<file path="src/rtl/auth_msg_tx_arbiter_pkg.sv">
// Shared authentication defines plus the transmit-engine state and destination types.
`ifndef AUTH_SHARED_DEFINES
`define AUTH_SHARED_DEFINES
`define MSG_LEN                  32
`define HEADER_CERTIFICATE_SLOT0 8'hA0
`define SLOT0_CERT1              24'h5CE101
`define TX_IDLE                  2'd0
`define TX_SEND                  2'd1
`define TX_WAIT_ACK              2'd2
`define TX_RETRY                 2'd3
`define DEST_PD                  1'b0
`define DEST_DEBUG               1'b1
`endif

package auth_msg_tx_arbiter_pkg;

  typedef enum logic [1:0] {
    TX_IDLE     = `TX_IDLE,
    TX_SEND     = `TX_SEND,
    TX_WAIT_ACK = `TX_WAIT_ACK,
    TX_RETRY    = `TX_RETRY
  } tx_state_e;

  localparam logic DEST_PD    = `DEST_PD;
  localparam logic DEST_DEBUG = `DEST_DEBUG;

endpackage

</file>
<file path="src/rtl/auth_msg_tx_arbiter_rr_arb.sv">
// Two-requester round-robin arbiter; bit 0 = PD, bit 1 = DEBUG.
module auth_tx_rr_arb
  import auth_msg_tx_arbiter_pkg::*;
(
  input  logic       clk,
  input  logic       reset,
  input  logic [1:0] req_i,
  input  logic       en_i,
  output logic [1:0] grant_o
);

  logic last_grant_q;

  // On a tie the requester that was not served last wins.
  always_comb begin
    grant_o = 2'b00;
    if (en_i) begin
      if (req_i[0] && (!req_i[1] || (last_grant_q == DEST_DEBUG))) begin
        grant_o[0] = 1'b1;
      end else if (req_i[1]) begin
        grant_o[1] = 1'b1;
      end
    end
  end

  always_ff @(posedge clk) begin
    if (!reset) begin
      last_grant_q <= DEST_DEBUG;
    end else if (|grant_o) begin
      last_grant_q <= grant_o[1] ? DEST_DEBUG : DEST_PD;
    end
  end

endmodule

</file>
<file path="src/rtl/auth_msg_tx_arbiter.sv">
// Transmit engine: arbitrates PD/DEBUG messages, presents them to the driver,
// retransmits on acknowledge timeout and reports done/fail.
module auth_msg_tx_arbiter
  import auth_msg_tx_arbiter_pkg::*;
#(
  parameter int MSG_LEN     = `MSG_LEN,
  parameter int ACK_TIMEOUT = 16,
  parameter int MAX_RETRIES = 3
) (
  input  logic               clk,
  input  logic               reset,
  input  logic [MSG_LEN-1:0] pd_msg,
  input  logic               PD_msg_ready,
  output logic               PD_ready,
  input  logic [MSG_LEN-1:0] debug_msg,
  input  logic               DEBUG_msg_ready,
  output logic               DEBUG_ready,
  output logic [MSG_LEN-1:0] auth_msg_out,
  output logic               auth_msg_ready,
  output logic               auth_msg_dest,
  input  logic               Ack_in_driver,
  output logic               tx_done,
  output logic               tx_fail,
  output logic               busy
);

  localparam int TW = $clog2(ACK_TIMEOUT + 1);
  localparam int RW = (MAX_RETRIES > 0) ? $clog2(MAX_RETRIES + 1) : 1;
  localparam logic [TW-1:0] TMO_MAX   = TW'(ACK_TIMEOUT);
  localparam logic [RW-1:0] RETRY_MAX = RW'(MAX_RETRIES);

  tx_state_e          state_q;
  logic [TW-1:0]      tmo_q;
  logic [TW-1:0]      tmo_d;
  logic [RW-1:0]      retry_q;
  logic [RW-1:0]      retry_d;
  logic [MSG_LEN-1:0] msg_q;
  logic               dest_q;
  logic               ready_q;
  logic               done_q;
  logic               fail_q;
  logic               busy_q;
  logic [1:0]         req;
  logic [1:0]         grant;
  logic               arb_en;

  assign req    = {DEBUG_msg_ready, PD_msg_ready};
  assign arb_en = (state_q == TX_IDLE);

  auth_tx_rr_arb u_arb (
    .clk     (clk),
    .reset   (reset),
    .req_i   (req),
    .en_i    (arb_en),
    .grant_o (grant)
  );

  assign PD_ready    = grant[0];
  assign DEBUG_ready = grant[1];

  // tmo_d is the number of ready-high cycles including the current one.
  assign tmo_d   = tmo_q + TW'(1);
  assign retry_d = retry_q + RW'(1);

  always_ff @(posedge clk) begin
    if (!reset) begin
      state_q <= TX_IDLE;
      tmo_q   <= '0;
      retry_q <= '0;
      msg_q   <= '0;
      dest_q  <= DEST_PD;
      ready_q <= 1'b0;
      done_q  <= 1'b0;
      fail_q  <= 1'b0;
      busy_q  <= 1'b0;
    end else begin
      done_q <= 1'b0;
      fail_q <= 1'b0;
      case (state_q)
        TX_IDLE: begin
          if (|grant) begin
            msg_q   <= grant[1] ? debug_msg : pd_msg;
            dest_q  <= grant[1] ? DEST_DEBUG : DEST_PD;
            tmo_q   <= '0;
            retry_q <= '0;
            ready_q <= 1'b1;
            busy_q  <= 1'b1;
            state_q <= TX_SEND;
          end
        end
        // The acknowledge is deliberately not looked at here: it may still be
        // the trailing level of the previous transfer.
        TX_SEND: begin
          tmo_q   <= tmo_d;
          state_q <= TX_WAIT_ACK;
        end
        TX_WAIT_ACK: begin
          if (Ack_in_driver) begin
            done_q  <= 1'b1;
            ready_q <= 1'b0;
            busy_q  <= 1'b0;
            state_q <= TX_IDLE;
          end else if (tmo_d == TMO_MAX) begin
            ready_q <= 1'b0;
            if (retry_q < RETRY_MAX) begin
              state_q <= TX_RETRY;
            end else begin
              fail_q  <= 1'b1;
              busy_q  <= 1'b0;
              state_q <= TX_IDLE;
            end
          end else begin
            tmo_q <= tmo_d;
          end
        end
        TX_RETRY: begin
          if (retry_q != RETRY_MAX) begin
            retry_q <= retry_d;
          end
          tmo_q   <= '0;
          ready_q <= 1'b1;
          state_q <= TX_SEND;
        end
        default: state_q <= TX_IDLE;
      endcase
    end
  end

  assign auth_msg_out   = msg_q;
  assign auth_msg_ready = ready_q;
  assign auth_msg_dest  = dest_q;
  assign tx_done        = done_q;
  assign tx_fail        = fail_q;
  assign busy           = busy_q;

endmodule

</file>
<file path="config.mk">
export PLATFORM = sky130hd
export DESIGN_NAME = auth_msg_tx_arbiter
export DESIGN_NICKNAME = d
export VERILOG_FILES = /design/src/rtl/auth_msg_tx_arbiter_pkg.sv /design/src/rtl/auth_msg_tx_arbiter_rr_arb.sv /design/src/rtl/auth_msg_tx_arbiter.sv
export SDC_FILE = /design/constraint.sdc
export NUM_CORES = 1
export LEC_CHECK = 0
export CORE_ASPECT_RATIO = 0.9
export CORE_MARGIN = 4
export CORE_UTILIZATION = 39
export CTS_CLUSTER_SIZE = 25
export DETAILED_ROUTE_END_ITERATION = 7
export HOLD_SLACK_MARGIN = 0.02
export PLACE_DENSITY = 0.83
export REMOVE_ABC_BUFFERS = 1
export SKIP_CTS_REPAIR_TIMING = 1
export SYNTH_ARGS = -nofsm -noshare
export SYNTH_HDL_FRONTEND = slang
export SYNTH_SLANG_ARGS = --single-unit
</file>
<file path="constraint.sdc">
create_clock -name clk -period 2.2 [get_ports clk]
set_clock_uncertainty 0.05 [all_clocks]
set_input_delay 0.66 -clock clk [delete_from_list [all_inputs] [get_ports clk]]
set_output_delay 0.66 -clock clk [all_outputs]
set_load 0.005 [all_outputs]
</file>
==> Word level (Yosys, flattened, before mapping) <==
Cells that the tools add are included.
{ "classes": {"n_addsub": 2, "magnitude_cmp": 1, "n_eq_ne": 11, "n_mux": 28, "bitwise": 3, "reduce_logical": 16} }
{ "op_table": {"columns": ["operator", "count"], "rows": [
  ["$mux W32", 1],
  ["$pmux W5 S4", 1],
  ["$mux W5", 3],
  ["$mux W2", 7],
  ["$mux W1", 12],
  ["$reduce_and A3 Y1", 3],
  ["$ne A2 B2 Y1 const B", 4],
  ["$pmux W2 S4", 1],
  ["$ne A3 B3 Y1 const B", 2],
  ["$reduce_and A2 Y1", 3],
  ["$add A5 B1 Y5 const B", 1],
  ["$eq A5 B5 Y1 const B", 1],
  ["$eq A2 B2 Y1 const B", 2],
  ["$pmux W2 S2", 1],
  ["$reduce_and A4 Y1", 1],
  ["$reduce_bool A2 Y1", 2],
  ["$reduce_or A4 Y1", 1],
  ["$not A1 Y1", 3],
  ["$pmux W1 S3", 1],
  ["$reduce_bool A3 Y1", 1],
  ["$add A2 B1 Y2 const B", 1],
  ["$eq A2 B1 Y1 const B", 1],
  ["$logic_not A2 Y1", 1],
  ["$lt A2 B2 Y1 const B", 1],
  ["other kinds (6)", 6]
]} }
{ "totals": {"reg_bits": 47, "inputBits": 69, "output_inout_bits": 39} }

==> Depth between registers and ports, before layout <==
Gate-level depths: netlist of the first run.
{ "logic_depth": {"word_depth": 8, "ltp_mapped": 7} }

==> Modules after synthesis <==
Synthesis of the first run repeated with hierarchy kept, for this count alone.
{ "hier_totals": {"cells_unflattened": 241, "area_unflattened_um2": 2371.0} }
{ "modules_own_cells": {"columns": ["module", "instances", "cells_per_inst", "area_per_inst_um2", "seq_area_each_um2"], "rows": [
  ["auth_msg_tx_arbiter", 1, 233, 2314.7, 920.9],
  ["auth_tx_rr_arb", 1, 8, 56.3, 20.0]
]} }

==> Worst setup path before layout of the first run <==
Ideal clock, no wire load.
{ "synth_timing": {"kind": "input to output", "from": "input PD_msg_ready", "to": "output PD_ready", "arrival_ps": 1276, "required_ps": 1490, "path_slack_ps": 214, "stages": 3, "path_buffers": 1, "path_cell_list": "nand2_1 a21oi_1 buf_2"} }
{ "synth_between": {"elab_chain_len": 3} }
{ "synth_lines": {"columns": ["item", "line", "text"], "rows": [
  ["from (decl)", "auth_msg_tx_arbiter.sv:13", "input logic PD_msg_ready,"],
  ["$logic_and A1 B1 Y1", "auth_msg_tx_arbiter_rr_arb.sv:18", "if (req_i[0] && (!req_i[1] || (last_grant_q == DEST_DEBUG))) begin"],
  ["$mux W1", "auth_msg_tx_arbiter_rr_arb.sv:18", null],
  ["$mux W2", "auth_msg_tx_arbiter_rr_arb.sv:17", "if (en_i) begin"],
  ["to (decl)", "auth_msg_tx_arbiter.sv:14", "output logic PD_ready,"]
]} }
No other way between the ends.

==> Final worst setup path of the first run <==
{ "layout_timing": {"from": "register tmo_q[0]", "to": "register tmo_q[2]"} }
{ "layout_between": {"elab_chain_len": 4} }
{ "layout_lines": {"columns": ["item", "line", "text"], "rows": [
  ["from (decl)", "auth_msg_tx_arbiter.sv:33", "logic [TW-1:0] tmo_q;"],
  ["from (signal assigned)", "auth_msg_tx_arbiter.sv:94", "tmo_q <= tmo_d;"],
  ["from (signal assigned)", "auth_msg_tx_arbiter.sv:113", "tmo_q <= tmo_d;"],
  ["$add A5 B1 Y5 (*)", "auth_msg_tx_arbiter.sv:62", "assign tmo_d = tmo_q + TW'(1);"],
  ["$eq A5 B5 Y1 / $mux W5 (equally long branches)", "auth_msg_tx_arbiter.sv:103", "end else if (tmo_d == TMO_MAX) begin"],
  ["$ne A2 B2 Y1 (no source line) / $mux W5 (equally long branches)", null, null],
  ["$reduce_and A3 Y1 (no source line) / $pmux W5 S4 (equally long branches)", null, null]
]} }
Every way passes the cells marked *; elsewhere a longest branch is shown, timed or not. The select of a mux whose other input is x is not followed.
A chain may end at the register's enable or synchronous reset.

==> flow_summary.toml, run 1 <==
[outcome]
status = "finished, final reports clean"

[logic_synthesis]
synth_area_mm2 = 0.00208
yosysTopAreaCellShare_pct = 45.2
synth_warnings = 0
synth_edf_count = 0
postSynth.asyncResetShare_pct = 0
ys_ff_latch = 47
syn_inst = 203
yosysTopAreaCell = "dfxtp_1"
yosys-top-cells-area = "dfxtp_1, a222oi_1, nor2b_1"
yosysUniqueCellTypes = 40
avgSynthCellArea_um2 = 10.3
ys.flop_type = "dfxtp_1"
ys_seq_area_share_pct = 45.2

[clock_tree]
cts_buffer_depth = 2
clkLatencyLatePin_ns = 0.30
cts.sinks = 47
htreeDepth = 2
clk_pin_slew_ns = 0.08
cts_tree = "built"
cts-root-buf = "clkbuf_8"
cts_buffers = 5

[floorplan]
chipWidth_um = 85.0
die_h_um = 77.3
core_area_mm2 = 0.00501
num_rows = 24
num_io_pins = 108
die_area_mm2 = 0.00658
initial_core_util_pct = 41.5

[sta]
tightest_slew_ns = 0.370
hold_violations = 0
maxSlewViolCount = 0
fin_crit_sh_pct = 94.1
setup_viol = 0
relSlewSlack_pct = 75.4
max_freq_mhz = 483
min_period_ns = 2.07
grt_setup_unrepaired = "false"

[global_route]
grt_pass1_wl_um = 10200
globalRoute.totalOverflow = 0
gr-usage-met3_pct = 4.56
grt_max_degree = 35
grtUsageMet1_pct = 22.2
grt_busiest_layer = "met2"
antenna_found_initial = 0
grt_pass1_vias = 2140
met2_usage_pct = 33.2
grt_usage_pct = 18.7

[route]
vias = 2139
detail-route-antenna-nets = 0
via_per_inst = 5.61
drtIter0Drc = 235
wl_per_cell_um = 17.4
drt-total-wl_um = 6630
drtPass1Iterations = 8
drcViolationCount = 0

[flow_run]
drv_cap = 0

[pwr]
switching_power_mw = 0.695
p_comb_share_pct = 34.9
switching_share_pct = 29.6
leakagePower_nw = 1.28
vdd_drop_max_mv = 0.442
p_clk_share_pct = 21.8
power_density_mw_per_mm2 = 689
pwr-share-seq_pct = 43.3
power.internal_mw = 1.65

[cells_and_area]
drive_gt1_share_pct = 10.8
multi_input_area_mm2 = 0.00110
diodes = 0
nets = 391
final_core_util_pct = 67.9
syn_to_final_growth_pct = 63.4
final_area_mm2 = 0.00340
n_fill_cell = 408
seqCellArea_um2 = 942

[setup_path]
cp.required_ns = 2.34
cpPeakStageDelay_ns = 0.45
crit_path_end_kind = "register"
crit_chain = "ha_1 -> and3_4 -> mux2i_4 -> a31oi_4 -> and3_1 -> a32o_1"
worst-path-max-fanout = 7
worstSetupPathType = "reg -> reg"
critPathArrivalTime_ns = 2.21
startpoint = "tmo_q[0]$_SDFFE_PN0P_"
crit_slowest_cell = "dfxtp_1"
rr_startpoint = "tmo_q[0]$_SDFFE_PN0P_"
startpoint_type = "register"

[hold_path]
min_path_type = "reg -> reg"
min_from = "auth_msg_ready$_SDFFE_PN0P_"

[place]
hpwl_um = 4740
portBuffers = 107
placed_area_mm2 = 0.00329
globalplace.congestion = 0.834
## layer usage
layer  share of wire (%)  vias to the layer above
li1                    -                     1017
met1                  41                     1002
met2                  48                      107
met3                 8.1                       13
met4                 2.4                        0
met5                   0                        -
## cells by family after synthesis
kind of cell	synth area share, %
mux	1.62
buf+inv	3.36
simple gates	18.9
compound gates	26.7
fa+ha+maj	4.20
flops	45.2
## through the flow
stage / instances / power, mW / TNS [ns] / worst slack [ns] / hold WS, ns
floorplan: 189 / 1.36 / -12.95 / -0.465 / 0.423
global placement: 372 / 1.81 / -2.20 / -0.462 / 0.421
detailed placement: 372 / 1.83 / -3.34 / -0.467 / 0.430
CTS: 380 / 2.34 / -0.936 / -0.476 / 0.442
global route: 381 / 2.47 / 0 / 0.0310 / 0.481
finish: 381 / 2.34 / 0 / 0.130 / 0.441
## final timing paths
| path | to | slack, ns | cells after the start |
|---|---|---|---|
| min reg2reg | auth_msg_ready$_SDFFE_PN0P_ | 0.44 | 2 |
| max | tmo_q[2]$_SDFFE_PN0P_ | 0.13 | 6 |
| max reg2reg | tmo_q[2]$_SDFFE_PN0P_ | 0.13 | 6 |
| min | auth_msg_ready$_SDFFE_PN0P_ | 0.44 | 2 |
## registers in the layout (all words and copies together) (netlist names)
| name | flops |
|---|---|
| auth_msg_dest | 1 |
| auth_msg_out | 32 |
| auth_msg_ready | 1 |
| busy | 1 |
| retry_q | 2 |
| state_q | 2 |
| tmo_q | 5 |
| tx_done | 1 |
| tx_fail | 1 |
| u_arb.last_grant_q | 1 |
## power groups by stage
stage | Clock, mW | Combinational, mW | Sequential, mW
floorplan | 0 | 0.328 | 1.03
global placement | 0 | 0.781 | 1.03
detailed placement | 0 | 0.798 | 1.03
CTS | 0.526 | 0.804 | 1.01
global route | 0.553 | 0.885 | 1.03
finish | 0.510 | 0.819 | 1.02
## cells in the final DEF, fill, tap and decap left out, types with 2 or more instances in the layout
cell type,instances
clkdlybuf4s50_1,103
dfxtp_1,46
nor2b_1,37
a222oi_1,32
buf_4,11
nand2_1,10
nor2_1,6
ha_1,6
clkbuf_8,5
o21ai_0,4
dlymetal6s2s_1,4
nand3_1,3
o21ai_1,3
a21oi_2,2
inv_2,2
inv_1,2
nor3b_1,2
a21boi_1,2
a22oi_1,2
and3_1,2
a32o_1,2
## Yosys cell counts, drive strengths merged (2+ instances only)
cell type,n
a21boi,2
a21oi,3
a222oi,32
a22oi,2
a31oi,3
a32o,2
and3,3
buf,2
clkbuf,12
dfxtp,47
ha,7
inv,4
nand2,10
nand3,4
nor2,6
nor2b,37
nor3b,2
o21ai,8
## area by class of cell
type,instances,share of cell area [%]
inverter,4,0.441
clock buffer,6,2.13
multi-input combinational,138,32.2
clock inverter,2,0.368
timing repair buffer,119,34.8
sequential,47,27.7
tap,65,2.39
## worst max-delay path: cells and delay by family, from the launching register on
kind / cells / cell delay (ns)
AOI/OAI and AO/OA: 2 / 0.37
DFF: 1 / 0.45
adders and majority gates: 1 / 0.30
and+or+nand+nor: 2 / 0.48
muxes: 1 / 0.31
Note: power is estimated with default switching activity, not from simulation.
==> run 2: changes to the inputs <==
CELL_PAD_IN_SITES_DETAIL_PLACEMENT = 1   (was default)
CELL_PAD_IN_SITES_GLOBAL_PLACEMENT = 2   (was default)
CORE_UTILIZATION = 22   (was 39)
PLACE_DENSITY = 0.82   (was 0.83)
RECOVER_POWER = 25   (was default)
==> run 2 against run 1 <==
Wire length is 8.7% higher. Final area increased by 3.6%. Sequential power about the same. Flip-flop and latch count is the same. Worst setup slack improved by 0.0016 ns. Worst hold slack better by 0.0015 ns. Core utilization shrank 29 points. Sequential share of layout area is 0.90 points lower. Non-clock buffer count grew 1. Clock power up 31%.
==> flow_summary.toml, run 2 (synthesized netlist as in run 1, its figures left out) <==
[cells_and_area]
diodes = 0
final_area_mm2 = 0.00353
layout_commonest_cell = "clkdlybuf4s50_1"
multi_input_area_mm2 = 0.00108
n_fill_cell = 1030
largest_reg_flops = 32
syn_to_final_growth_pct = 69.3
seqCellArea_um2 = 945
nets = 392
drive_gt1_share_pct = 11.0
layout_common_cells = "clkdlybuf4s50_1, dfxtp_1, nor2b_1, a222oi_1"

[floorplan]
core_area_mm2 = 0.00917
num_rows = 33
num_io_pins = 108
chipWidth_um = 111
initial_core_util_pct = 22.7
die_h_um = 100
die_area_mm2 = 0.0111

[route]
drt-total-wl_um = 7210
drtPass1Iterations = 8
wl_per_cell_um = 16.4
drtIter0Drc = 169
detail-route-antenna-nets = 0
vias = 2139
via_per_inst = 4.87
drcViolationCount = 0

[pwr]
pwr-share-seq_pct = 40.6
p_clk_share_pct = 26.7
vdd_drop_max_mv = 0.279
p_comb_share_pct = 32.7
p_total_mw = 2.50
switching_power_mw = 0.732
power_density_mw_per_mm2 = 709
switching_share_pct = 29.3
power.internal_mw = 1.77
leakagePower_nw = 1.31

[sta]
fin_crit_sh_pct = 94.0
maxSlewViolCount = 0
relSlewSlack_pct = 72.5
hold_violations = 0
min_period_ns = 2.07
max_freq_mhz = 483
grt_setup_unrepaired = "false"
setup_viol = 0
tightest_slew_ns = 0.412

[clock_tree]
cts_buffers = 5
htreeDepth = 2
cts_tree = "built"
cts-root-buf = "clkbuf_8"
clkLatencyLatePin_ns = 0.30
cts_buffer_depth = 2
clk_pin_slew_ns = 0.10
cts.sinks = 47

[global_route]
grt_pass1_wl_um = 11400
globalRoute.totalOverflow = 0
grt_pass1_vias = 2263
antenna_found_initial = 0
grt_max_degree = 35
grt_usage_pct = 12.5

[outcome]
status = "finished, final reports clean"

[place]
placed_area_mm2 = 0.00339
hpwl_um = 5230
portBuffers = 107
globalplace.congestion = 0.746

[setup_path]
cp.required_ns = 1.49
critPathArrivalTime_ns = 1.36
startpoint_type = "register"
crit_path_end_kind = "primary output"
worst-path-max-fanout = 3
worstSetupPathType = "reg -> out"

[flow_run]
drv_cap = 0

[hold_path]
min_path_type = "reg -> reg"
-- run 2: routing by layer --
layer | track usage (%) | routed length, µm | vias up
li1 | - | - | 1022
met1 | 14.5 | 3100 | 1056
met2 | 23.5 | 3780 | 59
met3 | 2.53 | 282 | 2
met4 | 3.41 | 47 | 0
met5 | 0 | 0 | -
-- run 2: path summary, 6_finish.rpt --
| kind | cells past startpoint | endpoint | slack [ns] | from |
|---|---|---|---|---|
| max | 5 | PD_ready | 0.13 | state_q[0]$_SDFFE_PN0P_ |
| min | 2 | auth_msg_ready$_SDFFE_PN0P_ | 0.44 | auth_msg_ready$_SDFFE_PN0P_ |
| min reg2reg | 2 | auth_msg_ready$_SDFFE_PN0P_ | 0.44 | auth_msg_ready$_SDFFE_PN0P_ |
| max reg2reg | 9 | tmo_q[4]$_SDFFE_PN0P_ | 0.16 | state_q[0]$_SDFFE_PN0P_ |
-- run 2: power groups by stage --
| stage | Sequential [mW] | Combinational (mW) | Clock [mW] |
|---|---|---|---|
| 4_1_cts | 1.01 | 0.831 | 0.700 |
| 2_1_floorplan | 1.03 | 0.328 | 0 |
| 5_1_grt | 1.03 | 0.892 | 0.730 |
| 6_report | 1.01 | 0.818 | 0.668 |
| 3_3_place_gp | 1.03 | 0.815 | 0 |
| 3_5_place_dp | 1.03 | 0.826 | 0 |
-- run 2: worst max-delay path, stage by stage, from the launching register on --
cell	delay, ns
dfxtp_2	0.34
inv_1	0.10
ha_1	0.22
nand2_1	0.08
a21oi_2	0.13
dlymetal6s2s_1	0.18
-- run 2: final cells by class --
class                   count  area share (%)
repair buffers            120            34.5
multi-input cells         138            30.7
flip-flops and latches     47            26.8
well taps                 122            4.33
clock buffers               5            1.95
clock inverters             3            1.31
inverters                   4           0.426
-- run 2: metrics by stage --
| step | TNS, ns | hold slack (ns) | util, % | instances | setup slack, ns |
|---|---|---|---|---|---|
| floorplan | -12.95 | 0.423 | - | 189 | -0.465 |
| CTS | -0.982 | 0.449 | 38.2 | 438 | -0.494 |
| global route | 0 | 0.490 | 38.5 | 439 | 0.0127 |
| global placement | -2.74 | 0.429 | 37.0 | 430 | -0.462 |
| finish | 0 | 0.443 | 38.5 | 439 | 0.131 |
| detailed placement | -4.35 | 0.430 | 37.0 | 430 | -0.486 |
